**src/rtl/encounter_ctrl.sv**
```systemverilog
// encounter_ctrl
//   Overworld-to-battle sequencer. Turns held direction buttons into
//   frame-paced steps, rolls a random encounter on each grass step, runs a
//   16-frame fade, then requests a battle. Owns the player's persistent
//   health: healing in the overworld, latching the battle result, and
//   restoring it after a faint.
//
// Ports
//   clk_in                      pixel clock
//   rst_in                      asynchronous active-low reset
//   hcount_in, vcount_in        raster position; (0,0) marks a frame tick
//   left_in/right_in/up_in/down_in  level direction buttons
//   in_grass_in                 player stands on a grass tile
//   run_in                      battle-over pulse from the battle block
//   health_in                   battle block's health at the end of battle
//   start_out                   battle request level
//   health_out                  persistent player health
//   fade_out                    screen darkening level (0 none, 15 black)
//   step_out                    one-cycle pulse per completed step
//   state_out                   0 OVER, 1 FADE, 2 BATTLE, 3 FAINT
//
// Battle handshake: start_out is a level that rises when the fade completes
// and stays high until the battle block answers with a single-cycle run_in
// pulse; start_out drops the cycle after that pulse. run_in outside BATTLE
// is ignored, and a tick in the same cycle as run_in is ignored.
module encounter_ctrl #(
    parameter int STEP_FRAMES      = 8,
    parameter int ENCOUNTER_THRESH = 40,
    parameter int GRACE_STEPS      = 4,
    parameter int HEAL_FRAMES      = 60,
    parameter int FAINT_FRAMES     = 90,
    parameter int MAX_HEALTH       = 100
) (
    input  logic        clk_in,
    input  logic        rst_in,
    input  logic [10:0] hcount_in,
    input  logic [9:0]  vcount_in,
    input  logic        left_in,
    input  logic        right_in,
    input  logic        up_in,
    input  logic        down_in,
    input  logic        in_grass_in,
    input  logic        run_in,
    input  logic [7:0]  health_in,
    output logic        start_out,
    output logic [7:0]  health_out,
    output logic [3:0]  fade_out,
    output logic        step_out,
    output logic [1:0]  state_out
);

    localparam int SW = $clog2(STEP_FRAMES  > 1 ? STEP_FRAMES  : 2);
    localparam int HW = $clog2(HEAL_FRAMES  > 1 ? HEAL_FRAMES  : 2);
    localparam int FW = $clog2(FAINT_FRAMES > 1 ? FAINT_FRAMES : 2);
    localparam int GW = $clog2(GRACE_STEPS  > 0 ? GRACE_STEPS + 1 : 2);

    localparam logic [SW-1:0] STEP_LAST  = SW'(STEP_FRAMES - 1);
    localparam logic [HW-1:0] HEAL_LAST  = HW'(HEAL_FRAMES - 1);
    localparam logic [FW-1:0] FAINT_LAST = FW'(FAINT_FRAMES - 1);
    localparam logic [GW-1:0] GRACE_INIT = GW'(GRACE_STEPS);
    localparam logic [7:0]    HEALTH_MAX = 8'(MAX_HEALTH);
    // One extra bit so a threshold of 256 would still compare correctly.
    localparam logic [8:0]    THRESH9    = 9'(ENCOUNTER_THRESH);
    localparam logic [7:0]    LFSR_SEED  = 8'hA5;
    // Right-shift Galois mask for x^8+x^6+x^5+x^4+1.
    localparam logic [7:0]    LFSR_MASK  = 8'hB8;

    typedef enum logic [1:0] {
        S_OVER   = 2'd0,
        S_FADE   = 2'd1,
        S_BATTLE = 2'd2,
        S_FAINT  = 2'd3
    } state_t;

    state_t        state_q,     state_d;
    logic [SW-1:0] step_cnt_q,  step_cnt_d;
    logic [HW-1:0] heal_cnt_q,  heal_cnt_d;
    logic [FW-1:0] faint_cnt_q, faint_cnt_d;
    logic [3:0]    fade_cnt_q,  fade_cnt_d;
    logic [GW-1:0] grace_q,     grace_d;
    logic [7:0]    lfsr_q,      lfsr_d;
    logic          start_q,     start_d;
    logic [7:0]    health_q,    health_d;
    logic [3:0]    fade_q,      fade_d;
    logic          step_q,      step_d;

    logic tick;
    logic any_dir;

    assign tick    = (hcount_in == 11'd0) && (vcount_in == 10'd0);
    assign any_dir = left_in | right_in | up_in | down_in;

    always_comb begin
        state_d     = state_q;
        step_cnt_d  = step_cnt_q;
        heal_cnt_d  = heal_cnt_q;
        faint_cnt_d = faint_cnt_q;
        fade_cnt_d  = fade_cnt_q;
        grace_d     = grace_q;
        start_d     = start_q;
        health_d    = health_q;
        fade_d      = fade_q;
        step_d      = 1'b0;
        lfsr_d      = {1'b0, lfsr_q[7:1]} ^ (lfsr_q[0] ? LFSR_MASK : 8'h00);

        case (state_q)
            S_OVER: begin
                if (tick) begin
                    if (any_dir) begin
                        if (step_cnt_q == STEP_LAST) begin
                            step_cnt_d = '0;
                            step_d     = 1'b1;
                            grace_d    = (grace_q == '0) ? '0 : grace_q - 1'b1;
                            // The roll uses grace before this step's decrement.
                            if (in_grass_in && (grace_q == '0) &&
                                ({1'b0, lfsr_q} < THRESH9)) begin
                                fade_cnt_d = 4'd0;
                                fade_d     = 4'd0;
                                state_d    = S_FADE;
                            end
                        end else begin
                            step_cnt_d = step_cnt_q + 1'b1;
                        end
                    end else begin
                        // Releasing all buttons forfeits the partial step.
                        step_cnt_d = '0;
                    end

                    if (heal_cnt_q == HEAL_LAST) begin
                        heal_cnt_d = '0;
                        health_d   = (health_q >= HEALTH_MAX) ? HEALTH_MAX
                                                              : health_q + 8'd1;
                    end else begin
                        heal_cnt_d = heal_cnt_q + 1'b1;
                    end
                end
            end

            S_FADE: begin
                if (tick) begin
                    if (fade_cnt_q == 4'd15) begin
                        state_d = S_BATTLE;
                        start_d = 1'b1;
                        fade_d  = 4'd0;
                    end else begin
                        fade_cnt_d = fade_cnt_q + 4'd1;
                        fade_d     = fade_cnt_q + 4'd1;
                    end
                end
            end

            S_BATTLE: begin
                if (run_in) begin
                    start_d = 1'b0;
                    grace_d = GRACE_INIT;
                    if (health_in == 8'd0) begin
                        state_d     = S_FAINT;
                        fade_d      = 4'd15;
                        faint_cnt_d = '0;
                    end else begin
                        state_d    = S_OVER;
                        health_d   = (health_in > HEALTH_MAX) ? HEALTH_MAX : health_in;
                        heal_cnt_d = '0;
                        step_cnt_d = '0;
                    end
                end
            end

            S_FAINT: begin
                if (tick) begin
                    if (faint_cnt_q == FAINT_LAST) begin
                        state_d  = S_OVER;
                        health_d = HEALTH_MAX;
                        fade_d   = 4'd0;
                    end else begin
                        faint_cnt_d = faint_cnt_q + 1'b1;
                    end
                end
            end

            default: begin
                state_d = S_OVER;
            end
        endcase
    end

    always_ff @(posedge clk_in or negedge rst_in) begin
        if (!rst_in) begin
            state_q     <= S_OVER;
            step_cnt_q  <= '0;
            heal_cnt_q  <= '0;
            faint_cnt_q <= '0;
            fade_cnt_q  <= 4'd0;
            grace_q     <= GRACE_INIT;
            lfsr_q      <= LFSR_SEED;
            start_q     <= 1'b0;
            health_q    <= HEALTH_MAX;
            fade_q      <= 4'd0;
            step_q      <= 1'b0;
        end else begin
            state_q     <= state_d;
            step_cnt_q  <= step_cnt_d;
            heal_cnt_q  <= heal_cnt_d;
            faint_cnt_q <= faint_cnt_d;
            fade_cnt_q  <= fade_cnt_d;
            grace_q     <= grace_d;
            lfsr_q      <= lfsr_d;
            start_q     <= start_d;
            health_q    <= health_d;
            fade_q      <= fade_d;
            step_q      <= step_d;
        end
    end

    assign start_out  = start_q;
    assign health_out = health_q;
    assign fade_out   = fade_q;
    assign step_out   = step_q;
    assign state_out  = state_q;

endmodule

```
**config.mk**
```make
export PLATFORM = sky130hd
export DESIGN_NAME = encounter_ctrl
export DESIGN_NICKNAME = d
export VERILOG_FILES = /design/src/rtl/encounter_ctrl.sv
export SDC_FILE = /design/constraint.sdc
export NUM_CORES = 1
export LEC_CHECK = 0
export CORE_UTILIZATION = 50
export CTS_BUF_LIST = sky130_fd_sc_hd__clkbuf_4 sky130_fd_sc_hd__clkbuf_8
export CTS_CLUSTER_DIAMETER = 150
export CTS_CLUSTER_SIZE = 10
export DETAILED_ROUTE_END_ITERATION = 8
export PLACE_DENSITY = 0.83
export SLEW_MARGIN = 5
export SYNTH_ARGS = -nofsm -noshare
export SYNTH_HDL_FRONTEND = slang
export SYNTH_SLANG_ARGS = --single-unit
```
**constraint.sdc**
```tcl
create_clock -name clk_in -period 4.55 [get_ports clk_in]
set_clock_uncertainty 0.15 [all_clocks]
set_input_delay 0.455 -clock clk_in [delete_from_list [all_inputs] [get_ports clk_in]]
set_output_delay 0.455 -clock clk_in [all_outputs]
set_load 0.03 [all_outputs]
```
# Word-level counts from Yosys, hierarchy flattened
# Cells that the tools add are included.
[classes]
n_mux = 65
reduce_logical = 21
n_eq_ne = 21
magnitude_cmp = 3
addsub = 6
bitwise_logic = 4
[op_table]
columns = ["cell", "count"]
rows = [
  ["$mux 8", 9],
  ["$mux 4", 12],
  ["$mux 3", 10],
  ["$mux 7", 4],
  ["$ne 2x2->1 const B", 14],
  ["$mux 6", 4],
  ["$pmux 8 s3", 1],
  ["$mux 2", 10],
  ["$reduce_and 9->1", 2],
  ["$pmux 4 s4", 1],
  ["$pmux 7 s2", 1],
  ["$reduce_and 7->1", 2],
  ["$pmux 3 s2", 2],
  ["$pmux 6 s2", 1],
  ["$logic_not 11->1", 1],
  ["$logic_not 10->1", 1],
  ["$reduce_and 5->1", 2],
  ["$add 8x1->8 const B", 1],
  ["$ge 8x7->1 const B", 1],
  ["$gt 8x7->1 const B", 1],
  ["$logic_not 8->1", 1],
  ["$lt 8x6->1 const B", 1],
  ["$pmux 2 s4", 1],
  ["$pmux 4 s2", 1],
  ["other kinds (21)", 36],
]
[word_totals]
word_cells = 131
output_inout_bits = 16
register_bits = 47
input_bits = 37

# Longest topological paths before layout
[depth]
ltp_word = 8
mapped_depth = 8

# Worst setup path after synthesis
# Ideal clock, no wire load.
[synth_timing]
path_kind = "reg-to-reg"
startpoint = "register state_q[0], in the netlist state_out[0]"
endpoint = "register fade_cnt_q[0]"
arrival_ns = 2.115
setup_ns = 0.125
required_time_ns = 4.275
period_less_slack_ns = 2.389
path_slack_ns = 2.161
stages_incl_launch_ff = 8
path_cell_list = "dfrtp_1 inv_1 ha_1 clkbuf_1 inv_1 a2111oi_0 nand2_1 mux2_2"
[synth_between]
elab_chain_cells = 3
elab_cells_between_ends = 11
[synth_lines]
columns = ["element", "line", "source"]
rows = [
  ["start, declared", "75", "state_t state_q, state_d;"],
  ["start signal, assigned", "201", "state_q <= state_d;"],
  ["$eq 2x1->1 / $logic_not 2->1 (equally long branches)", "106", "case (state_q)"],
  ["$ne 2x2->1 (no line) / $reduce_bool 2->1 (equally long branches)", "--", ""],
  ["$reduce_and 7->1 (no line)", "--", ""],
  ["end signal, assigned", "205", "fade_cnt_q <= fade_cnt_d;"],
  ["end, declared", "79", "logic [3:0] fade_cnt_q, fade_cnt_d;"],
]
# Several ways; a longest one is shown, not always the timed one.
# A chain may end at the register's enable or synchronous reset.

# Worst setup path in the final report
[layout_timing]
startpoint = "register state_q[0], in the netlist state_out[0]"
endpoint = "register fade_q[1], in the netlist fade_out[1]"
[layout_between]
elab_chain_cells = 3
elab_cells_between_ends = 15
[layout_lines]
columns = ["element", "line", "source"]
rows = [
  ["$eq 2x2->1 (tied with other cells)", "106", ""],
  ["$ne 2x2->1 (no line)", "--", ""],
  ["$reduce_and 9->1 (no line)", "--", ""],
  ["end signal, assigned", "198", "fade_q <= 4'd0;"],
  ["end signal, assigned", "210", "fade_q <= fade_d;"],
  ["end, declared", "84", "logic [3:0] fade_q, fade_d;"],
]
# Several ways; a longest one is shown, not always the timed one.

==> flow_results.xml <==
<?xml version="1.0" encoding="UTF-8"?>
<metrics>
  <group name="drt">
    <metric name="antenna_nets_post_route" unit="">0</metric>
    <metric name="detailed_route_wire_length_per_cell" unit="um">16.15</metric>
    <metric name="initialDrtViolationCount" unit="">202</metric>
    <metric name="detail_route.drc_violations" unit="">0</metric>
    <metric name="route.vias.total" unit="">2520</metric>
    <metric name="drt_pass1_iterations" unit="">4</metric>
    <metric name="detail_route.vias_per_cell" unit="">6.058</metric>
    <metric name="drt_wl_total" unit="mm">6.719</metric>
  </group>
  <group name="power">
    <metric name="maximum_ir_drop_on_the_vdd_rail" unit="V">0.0001748</metric>
    <metric name="power_per_cell_area" unit="mW/mm2">234.6</metric>
    <metric name="power.leakage" unit="nW">1.524</metric>
  </group>
  <group name="logic_synthesis">
    <metric name="ys_top_cells_by_area" unit="">dfrtp_1 (34%), dfstp_2 (7.4%), ha_1 (5.7%), mux2_2 (3.2%), nor2_1 (2.8%)</metric>
    <metric name="synth_seq_area_share" unit="%">41.76</metric>
    <metric name="synth_enable_flop_cells" unit="">0</metric>
    <metric name="syn_nets" unit="">340</metric>
    <metric name="average_instance_area_after_synthesis" unit="um2">9.794</metric>
    <metric name="synth_top_flop_cell" unit="">dfrtp_1</metric>
    <metric name="synth_top_area_share" unit="%">34.36</metric>
    <metric name="async_flop_share" unit="%">100.0</metric>
    <metric name="syn-cell-area" unit="mm2">0.002840</metric>
    <metric name="synth.largest_area_cell" unit="">dfrtp_1</metric>
    <metric name="syn-instance-count" unit="">290</metric>
    <metric name="postSynthRegisterBits" unit="">47</metric>
    <metric name="synth_warnings" unit="">0</metric>
    <metric name="synth_cell_types" unit="">60</metric>
  </group>
  <group name="cells_and_area">
    <metric name="area.sequential" unit="mm2">0.001186</metric>
    <metric name="fill_cells" unit="">455</metric>
    <metric name="n_antenna_cell" unit="">0</metric>
    <metric name="synthToLayoutAreaGrowth" unit="%">25.33</metric>
    <metric name="post-route-util" unit="%">64.64</metric>
    <metric name="finalNetCount" unit="">393</metric>
    <metric name="drive_above_1_share" unit="%">9.593</metric>
    <metric name="multiInputGateArea" unit="mm2">0.001564</metric>
  </group>
  <group name="sta">
    <metric name="period_minus_slack" unit="ns">2.984</metric>
    <metric name="fin_crit_sh" unit="%">65.58</metric>
    <metric name="final_hold_viol_count" unit="">0</metric>
    <metric name="setup_violations" unit="">0</metric>
    <metric name="count_of_final_max_slew_check_failures" unit="">0</metric>
    <metric name="slew_headroom" unit="%">23.12</metric>
    <metric name="clock.fmax" unit="MHz">335.1</metric>
    <metric name="setup-tns-final" unit="ns">0</metric>
    <metric name="grt_setup_unrepaired" unit="">false</metric>
    <metric name="worst-slew-pin-transition" unit="ns">1.143</metric>
  </group>
  <group name="global_route">
    <metric name="via_count_of_the_first_global_routing_pass" unit="">2505</metric>
    <metric name="global_route.overflow_total" unit="">0</metric>
    <metric name="grt_first_pass_wirelength" unit="mm">11.65</metric>
    <metric name="grt_antenna_before_repair" unit="">0</metric>
    <metric name="pin_count_of_the_biggest_net_entering_global_routing" unit="">48</metric>
    <metric name="gr_usage_total" unit="%">24.46</metric>
  </group>
  <group name="floorplanning">
    <metric name="placeableCoreArea" unit="mm2">0.005507</metric>
    <metric name="floorplan.initialDensity" unit="%">51.58</metric>
    <metric name="die-height" unit="um">77.37</metric>
    <metric name="fp-row-count" unit="">27</metric>
    <metric name="floorplan.die_area" unit="mm2">0.005986</metric>
    <metric name="die_x" unit="um">77.37</metric>
    <metric name="floorplan.io_pins" unit="">53</metric>
  </group>
  <group name="critical_path">
    <metric name="cp_num_buf_inv" unit="">2</metric>
    <metric name="r2r-start" unit="">state_out[0]</metric>
    <metric name="cp-startpoint" unit="">state_out[0]</metric>
    <metric name="endpoint_kind" unit="">flop</metric>
    <metric name="timing.critical_path.mode_cell" unit="">inv_1</metric>
    <metric name="critical_path.max_stage_delay" unit="ns">0.77</metric>
    <metric name="timing.setup.critical_path_class" unit="">reg2reg</metric>
    <metric name="timing.critical_path.max_delay_family" unit="">adder cells</metric>
    <metric name="critical_path_arrival" unit="ns">3.03</metric>
    <metric name="cp.required" unit="ns">4.60</metric>
    <metric name="timing.critical_path.from_type" unit="">flop</metric>
    <metric name="worst_path_max_delay_cell" unit="">ha_1</metric>
    <metric name="critical_path.max_fanout" unit="">24</metric>
    <metric name="critical_path_cell_list" unit="">inv_1 &gt; ha_1 &gt; inv_1 &gt; a31oi_1 &gt; nor4b_4 &gt; mux2_2</metric>
  </group>
  <group name="cts">
    <metric name="number_of_levels_the_h_tree_was_split_into" unit="">2</metric>
    <metric name="cts.hold.buffers_added" unit="">0</metric>
    <metric name="clk_path_buf_depth" unit="">2</metric>
    <metric name="clkLatencyLatePin" unit="ns">0.31</metric>
    <metric name="cts_made_buffers" unit="">5</metric>
    <metric name="cts_repair_resize_count" unit="">0</metric>
    <metric name="cts_tree" unit="">built</metric>
    <metric name="clkSlewWorstSetupHoldPaths" unit="ns">0.09</metric>
    <metric name="post-cts-setup-buffer-count" unit="">0</metric>
    <metric name="clkSinkCount" unit="">47</metric>
    <metric name="clockRootBuffer" unit="">clkbuf_8</metric>
  </group>
  <group name="min_path">
    <metric name="min-delay-path-class" unit="">in2async</metric>
  </group>
  <group name="outcome">
    <metric name="run_status" unit="">finished, final reports clean</metric>
  </group>
  <group name="placement">
    <metric name="placement.io_buffers" unit="">52</metric>
    <metric name="post-dp-hpwl" unit="mm">5.015</metric>
    <metric name="final_weighted_congestion_in_routability_driven_placement" unit="">0.9072</metric>
  </group>
  <group name="flow_run">
    <metric name="max-cap-violations" unit="">0</metric>
  </group>
</metrics>
-- per-layer routing --
metal  wire length (um)  part of all wire [%]  track usage (%)
met2               3143                    47            38.41
met3                396                   5.9            5.529
met5                  0                     0                0
met1               3078                    46            33.11
met4                101                   1.5            8.679
-- synthesized netlist by cell type, types with 3 or more instances --
cell type	number
a211oi_1	3
a21oi_1	10
a22o_1	7
a22oi_1	4
a31oi_1	6
and2_1	4
and3_1	5
clkbuf_1	5
dfrtp_1	39
dfstp_2	8
ha_1	13
inv_1	18
mux2_2	8
mux2i_1	6
nand2_1	20
nand3_1	9
nand4_1	4
nor2_1	21
nor2b_1	6
nor3_1	10
nor4_1	9
nor4b_1	3
o211ai_1	4
o21ai_0	12
o22a_1	3
o22ai_1	3
o31ai_1	4
or3_1	4
xor2_1	3
-- worst register-to-register path, cell delays in order, from the launching register on --
cell and delay [ns]:
dfrtp_1 0.45, inv_1 0.14, ha_1 0.77, inv_1 0.26, a31oi_1 0.63, nor4b_4 0.17
mux2_2 0.31
-- cells by family after synthesis --
group,count (synthesis),share of synthesized area (%)
compound gates,79,21.24
xor+xnor,4,1.234
simple gates,109,21.59
mux,14,5.287
buf+inv,24,3.172
flops,47,41.76
fa+ha+maj,13,5.727
-- cell usage in the layout (no fill, tap or decap), drive strengths merged, types with 5 or more instances in the layout --
master / Yosys / routed
a21oi: 10 / 10
a22o: 7 / 7
a31oi: 6 / 6
and3: 5 / 5
clkbuf: 5 / 6
clkdlybuf4s50: 0 / 51
dfrtp: 39 / 39
dfstp: 8 / 8
ha: 13 / 13
inv: 18 / 18
mux2: 8 / 8
mux2i: 6 / 6
nand2: 20 / 20
nand3: 9 / 9
nand4: 5 / 5
nor2: 21 / 21
nor2b: 6 / 6
nor3: 10 / 10
nor4: 9 / 9
o21ai: 12 / 12
o31ai: 5 / 5
-- worst paths after layout --
check	to	slack (ns)	cells past startpoint
worst max register to register	fade_out[1]	1.57	6
worst min-delay path	health_out[1]	0.18	1
max in group asynchronous	faint_cnt_q[6]	3.44	1
min in group clk_in	lfsr_q[0]	0.22	0
worst min register to register	lfsr_q[0]	0.22	0
worst max-delay path	fade_out[1]	1.57	6
-- power breakdown --
| group | internal, mW | switching, mW | total (mW) |
|---|---|---|---|
| Combinational | 0.0291 | 0.0195 | 0.0487 |
| Sequential | 0.418 | 0.0000156 | 0.418 |
| Clock | 0.226 | 0.143 | 0.369 |
-- registers in the layout (all words and copies together), names as in the netlist, 2 cells and up --
name,count
lfsr_q,8
fade_out,4
faint_cnt_q,7
grace_q,3
state_out,2
step_cnt_q,3
heal_cnt_q,6
fade_cnt_q,4
health_out,8
-- area by class of cell --
| cell class | instances | share of cell area [%] |
|---|---|---|
| tap | 72 | 2.531 |
| timing repair buffer | 52 | 14.48 |
| clock inverter | 2 | 1.687 |
| sequential | 47 | 33.32 |
| multi-input combinational | 219 | 43.94 |
| clock buffer | 6 | 2.144 |
| inverter | 18 | 1.898 |
-- metrics by stage --
stage	instances	worst slack, ns	power (mW)	hold slack [ns]	cell area [um2]
3_5_place_dp	408	1.458	0.4751	0.1900	3423
6_report	416	1.566	0.8351	0.1823	3560
5_1_grt	416	1.304	0.8611	0.2396	3560
4_1_cts	416	1.615	0.8376	0.2190	3560
3_3_place_gp	408	1.532	0.4741	0.1942	3423
2_1_floorplan	290	2.161	0.4312	0.009409	2840
Note: power is estimated with default switching activity, not from simulation.
